===== config.mk =====
export PLATFORM = sky130hd
export DESIGN_NAME = frame_serialiser_p
export DESIGN_NICKNAME = d
export VERILOG_FILES = /design/src/rtl/frame_serialiser_pkg.sv /design/src/rtl/fs_cmd_decoder.sv /design/src/rtl/frame_serialiser_p.sv
export SDC_FILE = /design/constraint.sdc
export NUM_CORES = 1
export LEC_CHECK = 0
export CORE_ASPECT_RATIO = 1.2
export CORE_MARGIN = 2
export CORE_UTILIZATION = 48
export DETAILED_ROUTE_END_ITERATION = 8
export GPL_TIMING_DRIVEN = 0
export MAX_ROUTING_LAYER = met4
export PLACE_DENSITY_LB_ADDON = 0.15
export SLEW_MARGIN = 30
export SYNTH_ARGS = -nofsm -noshare
export SYNTH_HDL_FRONTEND = slang
export SYNTH_SLANG_ARGS = --single-unit

===== constraint.sdc =====
create_clock -name clk -period 10 [get_ports clk]
set_input_delay 3 -clock clk [delete_from_list [all_inputs] [get_ports clk]]
set_output_delay 3 -clock clk [all_outputs]
set_load 0.01 [all_outputs]

===== src/rtl/frame_serialiser_pkg.sv =====
// Shared constants and types for the trace-path frame serialiser:
// sync frame framing words, receive-path command bytes and state encodings.
package frame_serialiser_pkg;

  localparam logic [7:0]  SYNC_HDR  = 8'hA6;
  localparam logic [31:0] SYNC_WORD = 32'hFFFFFF7F;

  localparam logic [7:0] CMD_WIDTH    = 8'h77;  // 'w'
  localparam logic [7:0] CMD_SYNC     = 8'h66;  // 'f'
  localparam logic [7:0] CMD_WIDTH_A0 = 8'hA0;
  localparam logic [7:0] CMD_WIDTH_A1 = 8'hA1;
  localparam logic [7:0] CMD_WIDTH_A2 = 8'hA2;
  localparam logic [7:0] CMD_WIDTH_A3 = 8'hA3;

  typedef enum logic {
    IDLE,
    SEND
  } fs_state_e;

  typedef enum logic {
    PRIMED_NONE,
    PRIMED_WIDTH
  } fs_primed_e;

  function automatic logic is_width_arg(input logic [7:0] b);
    return (b >= CMD_WIDTH_A0) && (b <= CMD_WIDTH_A3);
  endfunction

endpackage


===== src/rtl/fs_cmd_decoder.sv =====
// Receive-path command decoder: 'w' + 0xA0..0xA3 sets the trace port width,
// 'f' requests an immediate sync frame.
module fs_cmd_decoder
  import frame_serialiser_pkg::*;
(
  input  logic       clk,
  input  logic       rst,
  input  logic       rxed_event,
  input  logic [7:0] data_in_serial,
  output logic [1:0] width,
  output logic       force_sync
);

  fs_primed_e primed_q, primed_d;
  logic [1:0] width_q, width_d;

  always_comb begin
    // NOTE: every variable gets a default before any branch, so no path infers a latch.
    primed_d = primed_q;
    width_d  = width_q;
    if (rxed_event) begin
      if (data_in_serial == CMD_WIDTH) begin
        primed_d = PRIMED_WIDTH;
      end else begin
        primed_d = PRIMED_NONE;
        if (primed_q == PRIMED_WIDTH && is_width_arg(data_in_serial)) begin
          width_d = data_in_serial[1:0];
        end
      end
    end
  end

  // NOTE: sequential state uses non-blocking assignments so all flops sample pre-edge values.
  always_ff @(posedge clk or posedge rst) begin
    if (rst) begin
      primed_q <= PRIMED_NONE;
      width_q  <= 2'h3;
    end else begin
      primed_q <= primed_d;
      width_q  <= width_d;
    end
  end

  assign width      = width_q;
  assign force_sync = rxed_event && (data_in_serial == CMD_SYNC);

endmodule


===== src/rtl/frame_serialiser_p.sv =====
// Frame-to-stream serialiser: emits FIFO frames MS-first as OUT_W-bit beats and
// interleaves sync frames. Build with FRAME_SERIALISER_CMD_EN for the command decoder.
module frame_serialiser_p
  import frame_serialiser_pkg::*;
#(
  parameter int FRAME_W     = 128,
  parameter int OUT_W       = 8,
  parameter int BUFFLENLOG2 = 9,
  parameter int SYNC_LOG2   = 23
) (
  input  logic                   clk,
  input  logic                   rst,
  output logic [1:0]             width,
  input  logic [FRAME_W-1:0]     frame,
  input  logic                   frame_ready,
  output logic                   frame_next,
  input  logic [BUFFLENLOG2-1:0] frames_cnt,
  output logic [OUT_W-1:0]       data_val,
  output logic                   data_valid,
  input  logic                   data_ready,
  input  logic                   rxed_event,
  input  logic [7:0]             data_in_serial,
  input  logic [7:0]             leds,
  input  logic [15:0]            lost_frames,
  input  logic [31:0]            total_frames
);

  localparam int BEATS   = FRAME_W / OUT_W;
  localparam int BEATS_W = $clog2(BEATS + 1);

  fs_state_e            state_q, state_d;
  logic [BEATS_W-1:0]   beats_q, beats_d;
  logic [SYNC_LOG2-1:0] sync_cnt_q, sync_cnt_d;
  logic [FRAME_W-1:0]   shift_q, shift_d;
  logic [FRAME_W-1:0]   sync_frame;
  logic                 load_sync;
  logic                 force_sync;

`ifdef FRAME_SERIALISER_CMD_EN
  fs_cmd_decoder u_cmd (
    .clk            (clk),
    .rst            (rst),
    .rxed_event     (rxed_event),
    .data_in_serial (data_in_serial),
    .width          (width),
    .force_sync     (force_sync)
  );
`else
  logic unused_cmd;
  assign width      = 2'h3;
  assign force_sync = 1'b0;
  assign unused_cmd = &{1'b0, rxed_event, data_in_serial};
`endif

  // Header fields sit at the top, the sync word at the bottom, padding in between.
  assign sync_frame = {SYNC_HDR, 16'(frames_cnt), 16'h0000, leds, lost_frames, total_frames,
                       {(FRAME_W-96){1'b0}}}
                    | {{(FRAME_W-32){1'b0}}, SYNC_WORD};

  always_comb begin
    state_d    = state_q;
    beats_d    = beats_q;
    shift_d    = shift_q;
    frame_next = 1'b0;
    load_sync  = 1'b0;
    data_valid = (state_q == SEND);
    data_val   = data_valid ? shift_q[FRAME_W-1 -: OUT_W] : '0;

    case (state_q)
      IDLE: begin
        if (sync_cnt_q == '0) begin
          shift_d   = sync_frame;
          load_sync = 1'b1;
          beats_d   = BEATS_W'(BEATS);
          state_d   = SEND;
        end else if (frame_ready) begin
          shift_d    = frame;
          frame_next = 1'b1;
          beats_d    = BEATS_W'(BEATS);
          state_d    = SEND;
        end
      end
      SEND: begin
        if (data_ready) begin
          shift_d = shift_q << OUT_W;
          beats_d = beats_q - BEATS_W'(1);
          if (beats_q == BEATS_W'(1)) begin
            state_d = IDLE;
          end
        end
      end
      default: state_d = IDLE;
    endcase

    // A forced sync beats a simultaneous reload so the request is never lost.
    if (force_sync) begin
      sync_cnt_d = '0;
    end else if (load_sync) begin
      sync_cnt_d = '1;
    end else if (sync_cnt_q != '0) begin
      sync_cnt_d = sync_cnt_q - SYNC_LOG2'(1);
    end else begin
      sync_cnt_d = sync_cnt_q;
    end
  end

  always_ff @(posedge clk or posedge rst) begin
    if (rst) begin
      state_q    <= IDLE;
      beats_q    <= '0;
      sync_cnt_q <= '0;
    end else begin
      state_q    <= state_d;
      beats_q    <= beats_d;
      sync_cnt_q <= sync_cnt_d;
    end
  end

  // NOTE: the wide datapath register has no reset; data_val is gated by data_valid.
  always_ff @(posedge clk) begin
    shift_q <= shift_d;
  end

endmodule

# Word level (Yosys, flattened, before mapping)
# Cells that the tools add are included.
# W data, S select, Z words.
[word_totals] wordCells=34 mem_bits_ro=0 ramBits=0 latch_bits=0 output_inout_bits=12 n_memories=0 regBits=157
[op_classes] n_div=0 add_sub_neg=2 shift=0 mux=20 n_lt_le_gt_ge=0 n_bitwise=1 n_mul=0 n_eq_ne=3 n_reduce_logical=4
[ops] cell="$mux W128" count=3
[ops] cell="$pmux W128 S2" count=1
[ops] cell="$mux W23" count=2
[ops] cell="$logic_not A23 Y1" count=1
[ops] cell="$reduce_bool A23 Y1" count=1
[ops] cell="$sub A23 B1 Y23 const B" count=1
[ops] cell="$mux W5" count=3
[ops] cell="$pmux W5 S2" count=1
[ops] cell="$mux W1" count=8
[ops] cell="$mux W8" count=1
[ops] cell="$eq A5 B1 Y1 const B" count=1
[ops] cell="$sub A5 B1 Y5 const B" count=1
[ops] cell="$ne A3 B3 Y1 const B" count=1
[ops] cell="$ne A2 B2 Y1 const B" count=1
[ops] cell="$pmux W1 S2" count=1
[ops] cell="$reduce_and A2 Y1" count=1
[ops] cell="$reduce_bool A2 Y1" count=1
[ops] cell="$not A1 Y1" count=1

# Logic depth before layout (Yosys ltp)
# Gate-level depths: netlist (run 1).
[depth] depth_word=4 mapped_depth=9 mapped_depth_nobuf=7

# Least setup slack after synthesis (run 1)
# No wires, ideal clock.
[synth_path] path_type="input -> register" from="input port frame_ready" to="register beats_q[0]" n_path_buf=0 required_time_ns=9.563 slack_ns=-0.035 arrival_time_ns=9.598 path_stages=3 cell_sequence="a21oi_1 a21oi_1 mux2i_1"
[synth_via] elab_chain_len=2
[synth_lines] element="start, declared" line="frame_serialiser_p.sv:15" source="input logic frame_ready,"
[synth_lines] element="$ne A3 B3 Y1 (no source line)"
[synth_lines] element="$reduce_and A2 Y1 (no source line)"
[synth_lines] element="end signal, assigned" line="frame_serialiser_p.sv:114" source="beats_q <= beats_d;"
[synth_lines] element="end, declared" line="frame_serialiser_p.sv:32" source="logic [BEATS_W-1:0] beats_q, beats_d;"
# No other way between the ends.
# A chain may end at the register's enable or synchronous reset.

# Worst setup path after layout (run 1)
[layout_path] from="input port frame_ready" to="output port frame_next"
[layout_via] elab_chain_len=3
[layout_lines] element="$mux W1" line="frame_serialiser_p.sv:76" source="end else if (frame_ready) begin"
[layout_lines] element="$mux W1" line="frame_serialiser_p.sv:71" source="if (sync_cnt_q == '0) begin"
[layout_lines] element="$mux W1" line="frame_serialiser_p.sv:69" source="case (state_q)"
[layout_lines] element="end, declared" line="frame_serialiser_p.sv:16" source="output logic frame_next,"
# No other way between the ends.

==> results.txt, run 1 <==
Post-Place Cells: 1,157
Synth area leaders: edfxtp_1, dfrtp_1, mux2i_1
leakage power: 4.134 nW
# setup viols final: 0
# nets final: 1,178
critical path cell sequence: clkdlybuf4s50_1 > and3_1 > clkdlybuf4s50_1
pwr dens: 204.9 mW/mm2
Setup WS post-layout: 2.810 ns
Root Buffer Master: clkbuf_16
synth unique cells: 46
synth-to-layout area growth: 39.73%
Post-synth EDFFs: 128
Slew headroom: 49.06%
Critical path buffers and inverters: 2
most frequent cells in the layout: clkdlybuf4s50_1, nand2_1, edfxtp_1, o21ai_0, mux2i_1
HPWL after DPL: 14,980 um
WHS Path Cells: 1
Worst setup SP type: input port
CP max stage cell: clkdlybuf4s50_1
Post-Route WL: 19,800 um
die area: 0.01722 mm2
post-synth top area cell: edfxtp_1
Fmax: 0.1391 GHz
mapped cell area: 0.007766 mm2
wire per inst: 16.66 um
clock-pin slew of the registers on the worst-case setup and hold paths: 0.06 ns
GRT Util Overall: 23.82%
Horiz. Die Dim: 120.1 um
post-route cell area: 0.01085 mm2
number of max-cap violations: 0
Worst EP arrival: 4.19 ns
effective utilization at floorplan: 49.46%
post_cts resized: 0
largest net degree at the start of global routing: 30
Starting DRT DRC Count: 420
Clock Latency Late Sink: 0.42 ns
syn avg cell area: 10.57 um2
Final Wtd Congestion: 0.8814
slowest stage delay, CP: 0.53 ns
row count: 50
TritonCTS clock tree: done
RSZ-0062 raised after global routing: no
Antenna diodes: 0
initial antenna violation count: 0
post-synthesis sequential area ratio: 58.84%
First-pass DRT Iterations: 5
fraction of registers with async set/reset: 18.47%
htree depth: 4
critical path capture point type: output port
layout cell share with drive strength beyond 1: 6.932%
Port-buffer cells: 206
Min Hold Slack: 0.4962 ns
pre-CTS setup slack: 2.817 ns
cell count after synthesis: 735
critical path class: input port to output port
Final period util: 71.90%
hold crit path type: register to register
Vias: 6,251
status: finished clean
Placed Area: 0.01030 mm2
Antenna Nets Post-Route: 0
Synth Register Bits: 157
leading cell type in the layout, fill and taps excluded: clkdlybuf4s50_1
die extent in y: 143.3 um
first-pass GRT wire length: 30,470 um
min Tclk post-route: 7.190 ns
fin cells: 1,189
Final Max Tran Viols: 0
Hold Buf Count CTS: 0
required time of the critical path: 7.00 ns
cell mode on critical path: clkdlybuf4s50_1
Core ar.: 0.01570 mm2
Reg2Reg Depth: 8
clock skew: 0.01545 ns
Worst Max-Slew Pin Slew: 0.7578 ns
CP delay by family, top: buffers and inverters
crit path max fanout: 2
Main synth FF type: edfxtp_1
clk buf depth: 2
# IOs: 218
Yosys Warn Count: 0
CTS Buf Count: 17
total grt overflow: 0
Hold Vio Cnt, Final: 0
via/cell ratio: 5.257
setup repair bufs after CTS: 0
CP Depth: 3
vias in the first global route: 6,049
Yosys top cell area share: 49.49%
# clock sinks: 157
setup_tns: 0 ns
# DRC: 0
peak supply drop: 114.4 uV
worst reg2reg max path, stage by stage (launching register included):
cell and delay, ns:
dfrtp_1 0.43, or4_4 0.58, nor3b_2 0.50, a21oi_1 0.29, a21oi_4 0.56, buf_16 0.25, buf_16 0.18, buf_16 0.17
buf_16 0.17
report_power, final:
part / leakage (nW) / total (mW) / switching [mW] / internal, mW
Sequential: 1.62 / 1.06 / 0.0955 / 0.969
Combinational: 2.25 / 0.558 / 0.290 / 0.269
Clock: 0.262 / 0.600 / 0.270 / 0.330
per-layer routing:
metal | part of all wire [%] | global-route usage [%] | vias up | wire length [um]
li1 | - | - | 3083 | -
met1 | 40 | 28.13 | 2930 | 7918
met2 | 51 | 39.77 | 204 | 10040
met3 | 7.1 | 5.992 | 34 | 1409
met4 | 2.2 | 8.421 | 0 | 431
met5 | 0 | - | - | 0
layout make-up:
| type | count | area [um2] |
|---|---|---|
| clock buffer | 19 | 442.9 |
| timing repair buffer | 213 | 2255 |
| tap | 208 | 260.3 |
| multi-input combinational | 521 | 2883 |
| fill | 1258 | 4851 |
| sequential | 157 | 4569 |
| inverter | 10 | 37.54 |
| buffer | 48 | 297.8 |
| clock inverter | 13 | 106.4 |
path summary, 6_finish.rpt:
path	end	slack, ns	from
worst max-delay path	frame_next	2.81	frame_ready
worst min-delay path	sync_cnt_q[22]$_DFFE_PP0P_	0.50	sync_cnt_q[22]$_DFFE_PP0P_
worst max register to register	shift_q[88]$_DFFE_PP_	6.58	sync_cnt_q[3]$_DFFE_PP0P_
worst min register to register	sync_cnt_q[22]$_DFFE_PP0P_	0.50	sync_cnt_q[22]$_DFFE_PP0P_
max in group asynchronous	sync_cnt_q[0]$_DFFE_PP0P_	6.61	rst
min in group asynchronous	beats_q[3]$_DFFE_PP0P_	2.98	rst
kinds of logic (layout without fill, tap and decap cells):
group | Yosys count | in the layout | synth area share [%]
flops | 157 | 157 | 58.84
mux | 69 | 69 | 8.909
simple gates | 273 | 273 | 15.18
buf+inv | 58 | 303 | 4.318
xor+xnor | 7 | 7 | 0.7894
fa+ha+maj | 4 | 4 | 0.6445
other cells | 1 | 2 | 0.04829
compound gates | 166 | 166 | 11.28
through the flow:
stage / total power [mW] / utilization (%)
5_1_grt: 2.348 / 69.11
4_1_cts: 2.235 / 69.11
2_1_floorplan: 1.383 / -
6_report: 2.223 / 69.11
3_3_place_gp: 1.597 / 64.29
3_5_place_dp: 1.633 / 65.61
flip-flops by register name, summed over array words and instances (netlist names):
signal / flops
shift_q: 128
sync_cnt_q: 23
data_valid: 1
beats_q: 5
Yosys cell counts (all sizes together) (2+ instances only):
master / n
nand2: 161
a21oi: 17
nor3: 11
nor4: 11
a211oi: 4
buf: 15
o31ai: 4
nand4: 2
or4: 2
or2: 2
or3: 3
ha: 4
nand3: 6
mux2i: 68
inv: 10
clkbuf: 33
and3: 2
edfxtp: 128
and2: 8
xnor2: 6
o21ai: 134
dfrtp: 29
a21o: 2
nor2: 60
Power figures use the tool's default switching activity.
==> run 2, diff against run 1 <==
- clock period: 10 -> 7.2 ns (I/O delays scaled with it)
==> results of run 2 <==
Same layout as run 1 (identical final DEF). Status: finished clean.
Main changes from that run: setup slack after placement 2.817 ns -> 1.697 ns; setup slack after layout 2.810 ns -> 1.690 ns; register-to-register setup slack 6.58 ns -> 3.78 ns; total power 2.223 mW -> 3.088 mW; worst IR drop on VDD 114.4 uV -> 158.9 uV
==> run 3, diff against run 2 <==
- clock period: 7.2 -> 5.5 ns (I/O delays scaled with it)
==> run 3 against run 2 <==
Against the previous run:
- worst setup slack got worse by 1.1 ns
- largest power group unchanged
- sequential share of layout area decreased by 0.092 points
- global-route usage grew 0.68 points
- design area is 0.22% higher
- utilization grew 0.15 points
- power up 34%
- clock power increased by 44%
- hold slack got worse by 0.0024 ns
- die area did not move
==> results.txt, run 3 (synthesis results as in run 1) <==
setup_tns: 0 ns
die extent in y: 143.3 um
Top reg by flops: shift_q
Worst EP arrival: 3.22 ns
Antenna diodes: 0
post_cts resized: 0
crit path max fanout: 10
top flop regs: shift_q: 128 flops, sync_cnt_q: 23 flops, beats_q: 5 flops
Filler cells: 1,210
pwr dens: 381.5 mW/mm2
Hold Vio Cnt, Final: 0
Final Wtd Congestion: 0.8643
critical path class: register to output port
Worst Max-Slew Pin Slew: 0.8260 ns
Antenna Nets Post-Route: 0
Post-Place Cells: 1,157
required time of the critical path: 3.85 ns
# clock sinks: 157
number of flip-flops in the largest register: 128
htree depth: 4
Vias: 6,269
Hold Buf Count CTS: 0
Clock Latency Late Sink: 0.43 ns
via/cell ratio: 5.272
most frequent cells in the layout: clkdlybuf4s50_1, nand2_1, edfxtp_1, o21ai_0, mux2i_1
# setup viols final: 0
wire per inst: 17.01 um
status: finished clean
setup repair bufs after CTS: 0
Core ar.: 0.01570 mm2
synth-to-layout area growth: 40.04%
TritonCTS clock tree: done
Placed Area: 0.01028 mm2
# nets final: 1,178
leading cell type in the layout, fill and taps excluded: clkdlybuf4s50_1
pre-CTS setup slack: 1.044 ns
total grt overflow: 0
largest net degree at the start of global routing: 30
GRT Util Overall: 24.50%
CTS Buf Count: 17
Port-buffer cells: 206
number of max-cap violations: 0
Horiz. Die Dim: 120.1 um
Fmax: 0.2053 GHz
clock-pin slew of the registers on the worst-case setup and hold paths: 0.06 ns
HPWL after DPL: 14,990 um
Post-Route WL: 20,220 um
Worst setup SP type: register
# IOs: 218
RSZ-0062 raised after global routing: no
clock skew: 0.01004 ns
Final Max Tran Viols: 0
Root Buffer Master: clkbuf_16
Slew headroom: 44.48%
Starting DRT DRC Count: 599
# DRC: 0
leakage power: 4.131 nW
Final period util: 88.58%
clk buf depth: 2
effective utilization at floorplan: 49.46%
row count: 50
peak supply drop: 269.2 uV
layout cell share with drive strength beyond 1: 6.728%
die area: 0.01722 mm2
post-route cell area: 0.01088 mm2
critical path capture point type: output port
Setup WS post-layout: 0.6283 ns
hold crit path type: register to register
first-pass GRT wire length: 31,370 um
initial antenna violation count: 0
First-pass DRT Iterations: 5
vias in the first global route: 6,149
fin cells: 1,189
min Tclk post-route: 4.872 ns
## run 3: path summary, 6_finish.rpt
kind,start,to,slack [ns],cells past startpoint
setup / recovery,sync_cnt_q[2]$_DFFE_PP0P_,frame_next,0.63,6
max in group asynchronous,rst,sync_cnt_q[8]$_DFFE_PP0P_,3.47,2
setup reg to reg,sync_cnt_q[2]$_DFFE_PP0P_,shift_q[76]$_DFFE_PP_,2.43,7
min in group asynchronous,rst,beats_q[3]$_DFFE_PP0P_,1.62,2
hold / removal,sync_cnt_q[22]$_DFFE_PP0P_,sync_cnt_q[22]$_DFFE_PP0P_,0.49,1
hold reg to reg,sync_cnt_q[22]$_DFFE_PP0P_,sync_cnt_q[22]$_DFFE_PP0P_,0.49,1
## run 3: area by class of cell
class / count / area (um2) / share of cell area, %
Sequential cell: 157 / 4569 / 42.02
Multi-Input combinational cell: 521 / 2883 / 26.51
Timing Repair Buffer: 213 / 2230 / 20.50
Clock buffer: 18 / 429.2 / 3.946
Buffer: 48 / 297.8 / 2.738
Tap cell: 208 / 260.3 / 2.393
Clock inverter: 14 / 168.9 / 1.553
Inverter: 10 / 37.54 / 0.3451
## run 3: report_power, final
group          leakage (nW)  switching (mW)  internal, mW
registers              1.62           0.175          1.76
clock network         0.270           0.484         0.713
logic                  2.24           0.532         0.483
total                  4.13            1.19          2.96
## run 3: layer usage
| layer | vias up | share of wire, % | GRT usage, % | wire length, um |
|---|---|---|---|---|
| met3 | 15 | 7.2 | 5.913 | 1459 |
| li1 | 3076 | - | - | - |
| met5 | - | 0 | - | 0 |
| met4 | 0 | 1.1 | 6.440 | 227 |
| met2 | 209 | 51 | 41.00 | 10340 |
| met1 | 2969 | 41 | 29.98 | 8198 |
## run 3: stage by stage
stage	power, mW	util, %	hold slack [ns]
finish	4.149	69.26	0.4937
global route	4.369	69.26	0.5033
CTS	4.166	69.26	0.4890
detailed placement	2.967	65.45	0.4807
global placement	2.891	64.34	0.4729
floorplan	2.508	-	0.4548
## run 3: worst max-delay path, stage by stage, from the launching register on
cell and delay (ns):
dfrtp_1 0.45, nor4_2 0.77, and4_1 0.40, nand2_1 0.09, clkbuf_1 0.32, and3_1 0.29
clkdlybuf4s50_1 0.47
